<file path="src/rtl/rv32_long_op_scoreboard.sv">
// rv32_long_op_scoreboard
//   Busy-bit scoreboard for long-latency (div / iterative mul) register writes.
//   Decode queries up to NUM_READ source operands per cycle and is stalled on a
//   read-after-write hazard against any register still awaiting writeback, or
//   when MAX_OUTSTANDING long ops are already in flight.
//   A same-cycle writeback is forwarded, so it never causes a stall.
//   Optional macro RV32_SB_WAW_CHECK_EN adds a write-after-write stall.
//
// Handshake: an issue is accepted when issue_valid & issue_long & !stall &
//   issue_rd != 0. The acceptance is visible in busy_mask on the next rising
//   edge. wb_valid is a one-cycle, always-accepted event. flush and rst
//   discard all pending state; flush also forces stall low.
module rv32_long_op_scoreboard #(
  parameter int NUM_READ        = 3,
  parameter int MAX_OUTSTANDING = 4
) (
  input  logic                     clk,
  input  logic                     rst,
  input  logic [NUM_READ-1:0]      use_rs,
  input  logic [NUM_READ-1:0][4:0] rs_id,
  input  logic                     issue_valid,
  input  logic                     issue_long,
  input  logic [4:0]               issue_rd,
  input  logic                     wb_valid,
  input  logic [4:0]               wb_rd,
  input  logic                     flush,
  output logic                     stall,
  output logic [31:0]              busy_mask,
  output logic [4:0]               outstanding,
  output logic                     full
);

  localparam logic [4:0] MAX_CNT = 5'(MAX_OUTSTANDING);

  logic [31:0] busy_q;
  logic [31:0] wb_onehot;
  logic [31:0] eff_busy;
  logic [31:0] busy_next;
  logic [4:0]  cnt_q;
  logic [4:0]  cnt_next;
  logic        wb_clears;
  logic        raw_stall;
  logic        full_stall;
  logic        waw_stall;
  logic        accept;

  assign busy_mask   = busy_q;
  assign outstanding = cnt_q;
  assign full        = (cnt_q == MAX_CNT);

  // Effective busy view: a register being written back this cycle is forwarded.
  always_comb begin
    wb_onehot = '0;
    if (wb_valid) wb_onehot = 32'd1 << wb_rd;
    eff_busy  = busy_q & ~wb_onehot;
    wb_clears = wb_valid & busy_q[wb_rd];
  end

  // Read-after-write hazard over all queried source operands.
  always_comb begin
    raw_stall = 1'b0;
    for (int i = 0; i < NUM_READ; i++) begin
      if (use_rs[i] && (rs_id[i] != 5'd0) && eff_busy[rs_id[i]]) raw_stall = 1'b1;
    end
  end

  // Capacity stall unless a writeback frees a slot in the same cycle.
  assign full_stall = issue_valid & issue_long & full & ~wb_clears;

`ifdef RV32_SB_WAW_CHECK_EN
  // Write-after-write: hold an issue whose destination is still pending.
  assign waw_stall = issue_valid & (issue_rd != 5'd0) & eff_busy[issue_rd];
`else
  // Re-issue to a busy destination is allowed; it simply keeps the bit set.
  assign waw_stall = 1'b0;
`endif

  assign stall  = ~flush & (raw_stall | full_stall | waw_stall);
  assign accept = issue_valid & issue_long & ~stall & (issue_rd != 5'd0);

  // Next busy vector: clear on writeback, then set on accept so set wins.
  always_comb begin
    busy_next = busy_q;
    if (wb_valid) busy_next[wb_rd] = 1'b0;
    if (accept) busy_next[issue_rd] = 1'b1;
    busy_next[0] = 1'b0;
  end

  // Outstanding count is the population of the next busy vector, so it can
  // never drift from busy_mask; admission control keeps it <= MAX_OUTSTANDING.
  always_comb begin
    cnt_next = '0;
    for (int r = 1; r < 32; r++) cnt_next = cnt_next + 5'(busy_next[r]);
  end

  // State register: reset and flush discard all pending writes.
  always_ff @(posedge clk or posedge rst) begin
    if (rst) begin
      busy_q <= '0;
      cnt_q  <= '0;
    end else if (flush) begin
      busy_q <= '0;
      cnt_q  <= '0;
    end else begin
      busy_q <= busy_next;
      cnt_q  <= cnt_next;
    end
  end

endmodule
</file>
<file path="config.mk">
export PLATFORM = sky130hd
export DESIGN_NAME = rv32_long_op_scoreboard
export DESIGN_NICKNAME = d
export VERILOG_FILES = /design/src/rtl/rv32_long_op_scoreboard.sv
export SDC_FILE = /design/constraint.sdc
export NUM_CORES = 1
export LEC_CHECK = 0
export CAP_MARGIN = 20
export CORE_UTILIZATION = 55
export DETAILED_ROUTE_END_ITERATION = 16
export GPL_TIMING_DRIVEN = 1
export PLACE_DENSITY = 0.92
export SLEW_MARGIN = 15
export SYNTH_ARGS = -nofsm -noshare
export SYNTH_HDL_FRONTEND = slang
export SYNTH_SLANG_ARGS = --single-unit
</file>
<file path="constraint.sdc">
create_clock -name clk -period 9.1 [get_ports clk]
set_input_delay 0.91 -clock clk [delete_from_list [all_inputs] [get_ports clk]]
set_output_delay 0.91 -clock clk [all_outputs]
set_load 0.01 [all_outputs]
</file>
==> flow_summary.yaml, run 1 <==
place:
  gp_congestion: 1.04
  hpwlAfterDp_um: 12300
  place_area_sq_um: 5170
  portBuffers: 71
layout:
  finalInstanceArea_sq_um: 5280
  layout_common_cells: "clkdlybuf4s50_1, nand2_1, o21ai_0"
  finalCoreUtilization_pct: 72.4
  num_antenna_cells: 0
  nNetsFinal: 653
  drive_gt1_share_pct: 12.6
  syn2layout_area_growth_pct: 26.5
  final_common_cell: "clkdlybuf4s50_1"
yosys:
  seq_area_frac_synth_pct: 21.6
  synth.cell_area_sq_um: 4180
  syn_inst: 506
  avgSynthCellArea_sq_um: 8.25
  syn_nets: 570
  yosysWarnings: 0
  synth_edf_count: 0
  synth_cell_types: 64
  ys_seq_elements: 36
  ys.flop_type: "dfrtp_1"
  synthArstFlopShare_pct: 100
worst_setup_path:
  worstReg2RegEnd: "outstanding[4]"
  timing.rr.start: "busy_mask[6]"
  cp.required_ps: 9260
  crit_arrival_ps: 8880
  r2r_setup_slack_ps: 1740
  worst-setup-path-type: "in -> reg"
  critPathLaunch: "wb_rd[2]"
  crit_path_max_fanout: 22
  worstRegToRegCells: 23
  cp-start-kind: "input port"
  cp-end-kind: "flip-flop"
cts:
  cts_buffers: 5
  htree_levels: 2
  postCtsHoldBufs: 0
  clkTransAtPathRegs_ps: 70
  post_cts_buffers: 0
  clock-root-buffer: "clkbuf_8"
  clk_path_buf_depth: 2
  cts_resized: 0
  clk_latency_ps: 290
  cts_num_sinks: 36
  cts_tree: "done"
pwr:
  p_comb_share_pct: 29.6
  p_int_uw: 277
  peakVddDrop_v: 0.000135
  p_switching_uw: 127
  power_density_nw_per_um2: 76.6
  leakage_uw: 0.00212
  p_clk_share_pct: 29.9
  power_frac_seq_pct: 40.5
  switching_share_pct: 31.5
die:
  die_x_um: 89.1
  initial_core_util_pct: 57.3
  die_area_sq_um: 7940
  io_pins: 73
  rows: 31
  die_y_um: 89.1
  core-area_sq_um: 7290
global_routing:
  antenna_found_initial: 0
  grt-ovfl-total: 0
  grt_pass1_vias: 4349
  grt_start_max_net_pins: 41
  grtUsageTotal_pct: 42.6
  grt_pass1_wl_um: 24100
detailed_routing:
  num_vias: 4677
  detail-route-antenna-nets: 0
  wirelength_um: 16300
  drt-vias-per-instance: 6.80
  drtIter0Drc: 410
  first_pass_iters: 5
  drc: 0
  avgRoutedWirePerCell_um: 23.7
timing:
  fin_crit_sh_pct: 95.8
  clock_skew_ps: 5.44
  rsz0062_at_grt: "false"
  fmaxAchievable_mhz: 115
  setup_viol: 0
  relSlewSlack_pct: 31.7
  setup_tns_ps: 0
  fin_crit_ps: 8720
  hold_slack_ps: 762
  hold_viol_final: 0
  tightest_slew_ps: 1020
  slew_viol_final: 0
worst_hold_path:
  hold_class: "reg -> reg"
  min_to: "busy_mask[28]"
  min_from: "busy_mask[28]"
  whs_path_depth: 3
run:
  drv_cap: 0
outcome:
  outcome: "complete, no violations"
## cell type report
class,count,area (sq um)
inverters,30,113
flip-flops and latches,36,901
repair buffers,117,1060
multi-input cells,399,2990
fillers,614,2010
clock buffers,7,96.3
well taps,99,124
## metrics by stage
stage	instances	power [uW]	setup slack [ps]
2_1_floorplan	506	237	1500
3_3_place_gp	680	279	380
3_5_place_dp	680	281	193
4_1_cts	687	399	502
5_1_grt	688	420	88.4
6_report	688	404	378
## synthesized netlist by cell type, drive strengths merged, types with 3 or more instances
| master | count | area [sq um] |
|---|---|---|
| a211oi | 3 | 27.5 |
| a21oi | 7 | 35.0 |
| a311oi | 4 | 35.0 |
| buf | 18 | 90.1 |
| clkbuf | 23 | 86.3 |
| dfrtp | 36 | 901 |
| fa | 23 | 460 |
| ha | 7 | 87.6 |
| inv | 28 | 105 |
| mux2 | 4 | 45.0 |
| mux2i | 22 | 220 |
| mux4 | 10 | 225 |
| nand2 | 59 | 221 |
| nand2b | 17 | 106 |
| nand3 | 10 | 55.1 |
| nand3b | 3 | 22.5 |
| nand4 | 6 | 37.5 |
| nand4b | 3 | 26.3 |
| nand4bb | 3 | 33.8 |
| nor2 | 27 | 101 |
| nor2b | 8 | 50.1 |
| nor3 | 11 | 55.1 |
| nor4 | 7 | 43.8 |
| o2111ai | 5 | 43.8 |
| o211ai | 9 | 67.6 |
| o21a | 7 | 52.6 |
| o21ai | 57 | 285 |
| o22ai | 35 | 219 |
| o311ai | 3 | 26.3 |
| o31ai | 4 | 30.0 |
| or2 | 3 | 18.8 |
| or3 | 7 | 43.8 |
| xor2 | 3 | 26.3 |
## state kept, by name, summed over array words and instances, names as in the netlist
register / cells
busy_mask: 31
outstanding: 5
## cell families after synthesis
| group | synth area share (%) |
|---|---|
| buffers and inverters | 6.92 |
| and+or+nand+nor | 21.7 |
| AOI/OAI and AO/OA | 24.0 |
| xor gates and xnor gates | 0.839 |
| DFF | 21.6 |
| adders and majority gates | 13.1 |
| muxes | 11.7 |
| other | 0.0898 |
## worst max-delay path: stages
cell and delay, ps:
clkdlybuf4s50_1 660, or4b_4 670, o21ai_0 600, buf_4 240
mux2i_1 60, nor3_1 190, o32a_1 210, a211o_1 110
nand3_2 300, buf_4 290, o21ai_0 260, fa_1 480
inv_1 90, fa_1 420, inv_1 90, fa_1 430
fa_1 470, fa_1 540, fa_1 440, fa_1 440
fa_1 410, a21o_1 200, a21oi_1 170, xor2_1 150
nor2_1 50
## metal layers
metal	track usage (%)	share of wire [%]
met5	0	0
met4	22.8	6.3
met2	65.2	45
met1	53.3	36
met3	14.6	13
## how the worst max path moves through the flow
stage	end
after floorplan	outstanding[4]
after global placement	outstanding[4]
after detailed placement	outstanding[4]
after CTS	outstanding[4]
after global routing	outstanding[4]
final	outstanding[4]
## power groups by stage
stage / Clock [uW] / Combinational [uW] / Sequential, uW
2_1_floorplan: 0 / 70.2 / 167
3_3_place_gp: 0 / 112 / 167
3_5_place_dp: 0 / 114 / 167
4_1_cts: 120 / 115 / 164
5_1_grt: 128 / 128 / 164
6_report: 121 / 120 / 164
No activity file was read; power rests on OpenSTA's default activity.
==> run 2: changes to the inputs <==
- CTS_CLUSTER_SIZE: not set -> 28
==> results of run 2 <==
The final DEF is identical to that of run 1; final timing and power are the same.
==> run 3: changes to the inputs <==
- GPL_TIMING_DRIVEN: 1 -> not set
- SLEW_MARGIN: 15 -> 20
==> flow_summary.yaml, run 3 (synthesis results as in run 1) <==
cts:
  cts_tree: "done"
  post_cts_buffers: 0
  cts_num_sinks: 36
  cts_buffers: 5
  clk_latency_ps: 290
  postCtsHoldBufs: 0
  clock-root-buffer: "clkbuf_8"
  clkTransAtPathRegs_ps: 70
  htree_levels: 2
  clk_path_buf_depth: 2
layout:
  largest_reg_flops: 31
  seqCellArea_sq_um: 901
  syn2layout_area_growth_pct: 26.4
  finalCoreUtilization_pct: 72.4
  fill_cells: 615
  nNetsFinal: 652
  finalInstanceArea_sq_um: 5280
  num_antenna_cells: 0
  drive_gt1_share_pct: 12.6
  multi_input_area_sq_um: 3000
  final_common_cell: "clkdlybuf4s50_1"
  layout_common_cells: "clkdlybuf4s50_1, nand2_1, o21ai_0"
worst_setup_path:
  slowest_stage: "clkdlybuf4s50_1"
  slowest_delay_ps: 690
  crit_path_end: "outstanding[4]"
  r2r_setup_slack_ps: 1750
  worstRegToRegCells: 23
  cpMostUsedCell: "fa_1"
  crit_arrival_ps: 8860
  cp-start-kind: "input port"
  crit_family: "adder cells"
  worst-setup-path-type: "in -> reg"
  critPathLaunch: "wb_rd[4]"
  timing.rr.start: "busy_mask[6]"
  worstSetupPathDepth: 25
  worstReg2RegEnd: "outstanding[4]"
  cp.required_ps: 9260
  crit_path_max_fanout: 22
  critPathBufInv: 5
  cp-end-kind: "flip-flop"
die:
  initial_core_util_pct: 57.3
  io_pins: 73
  rows: 31
  die_y_um: 89.1
  die_area_sq_um: 7940
  core-area_sq_um: 7290
  die_x_um: 89.1
pwr:
  leakage_uw: 0.00211
  power_density_nw_per_um2: 76.5
  peakVddDrop_v: 0.000135
timing:
  hold_slack_ps: 758
  setup_viol: 0
  fin_crit_ps: 8690
  hold_viol_final: 0
  tightest_slew_ps: 1040
  setup_slack_ps: 405
  rsz0062_at_grt: "false"
  relSlewSlack_pct: 30.5
  fin_crit_sh_pct: 95.5
  slew_viol_final: 0
  setup_tns_ps: 0
  clock_skew_ps: 4.04
  fmaxAchievable_mhz: 115
detailed_routing:
  num_vias: 4699
  first_pass_iters: 6
  avgRoutedWirePerCell_um: 23.5
  detail-route-antenna-nets: 0
  drt-vias-per-instance: 6.84
  drc: 0
  drtIter0Drc: 438
  wirelength_um: 16200
worst_hold_path:
  hold_class: "reg -> reg"
global_routing:
  grt_start_max_net_pins: 41
  grt_pass1_wl_um: 24100
  grt-ovfl-total: 0
  antenna_found_initial: 0
  grt_pass1_vias: 4349
  grtUsageTotal_pct: 42.6
place:
  hpwlAfterDp_um: 12300
  gp_congestion: 1.04
  place_area_sq_um: 5170
  portBuffers: 71
  dpl_worst_slack_ps: 193
outcome:
  outcome: "complete, no violations"
run:
  drv_cap: 0
[run 3: routing by layer]
metal  share of wire, %  wire length, um  track usage (%)
met1                 36             5780             53.3
met5                  0                0                0
met2                 45             7310             65.2
met3                 13             2090             14.6
met4                6.1              994             22.8
[run 3: worst min-delay path by stage]
stage / startpoint / to / slack, ps / cells after the start
after floorplan: busy_mask[11] / busy_mask[11] / 670 / 2
after global placement: busy_mask[28] / busy_mask[28] / 730 / 3
after detailed placement: busy_mask[28] / busy_mask[28] / 740 / 3
after CTS: busy_mask[28] / busy_mask[28] / 740 / 3
after global routing: busy_mask[28] / busy_mask[28] / 780 / 3
final: busy_mask[28] / busy_mask[28] / 760 / 3
[run 3: layout make-up]
class,count,share of cell area [%]
Clock buffer,7,1.83
Inverter,30,2.13
Multi-Input combinational cell,399,56.8
Sequential cell,36,17.1
Tap cell,99,2.35
Timing Repair Buffer,116,19.9
[run 3: worst register-to-register path: stages (launching register included)]
cell and delay, ps:
dfrtp_1 440, mux4_2 490, a32oi_1 220, o31ai_1 90
o31ai_1 540, a31o_2 270, a211oi_2 40, nand3_2 310
buf_4 210, o21ai_0 130, fa_1 540, inv_1 60
fa_1 490, inv_1 60, fa_1 500, fa_1 440
fa_1 540, fa_1 440, fa_1 440, fa_1 410
a21o_1 200, a21oi_1 170, xor2_1 150, nor2_1 50
[run 3: through the flow]
stage / power (uW) / cells
after floorplan: 237 / 506
after global placement: 279 / 680
after detailed placement: 281 / 680
after CTS: 399 / 687
after global routing: 419 / 687
final: 403 / 687
[run 3: where the power goes]
group	leakage (uW)	switching (uW)	internal (uW)	total, uW
Clock	0.0000503	53.0	67.3	120
Sequential	0.000502	1.95	162	164
Combinational	0.00156	71.7	47.4	119
[run 3: timing repair]
| item | in CTS | in global routing |
|---|---|---|
| endpoints found under the setup margin | 0 | 1 |
| resized for setup | 0 | 1 |
| endpoints found under the hold margin | 0 | 0 |
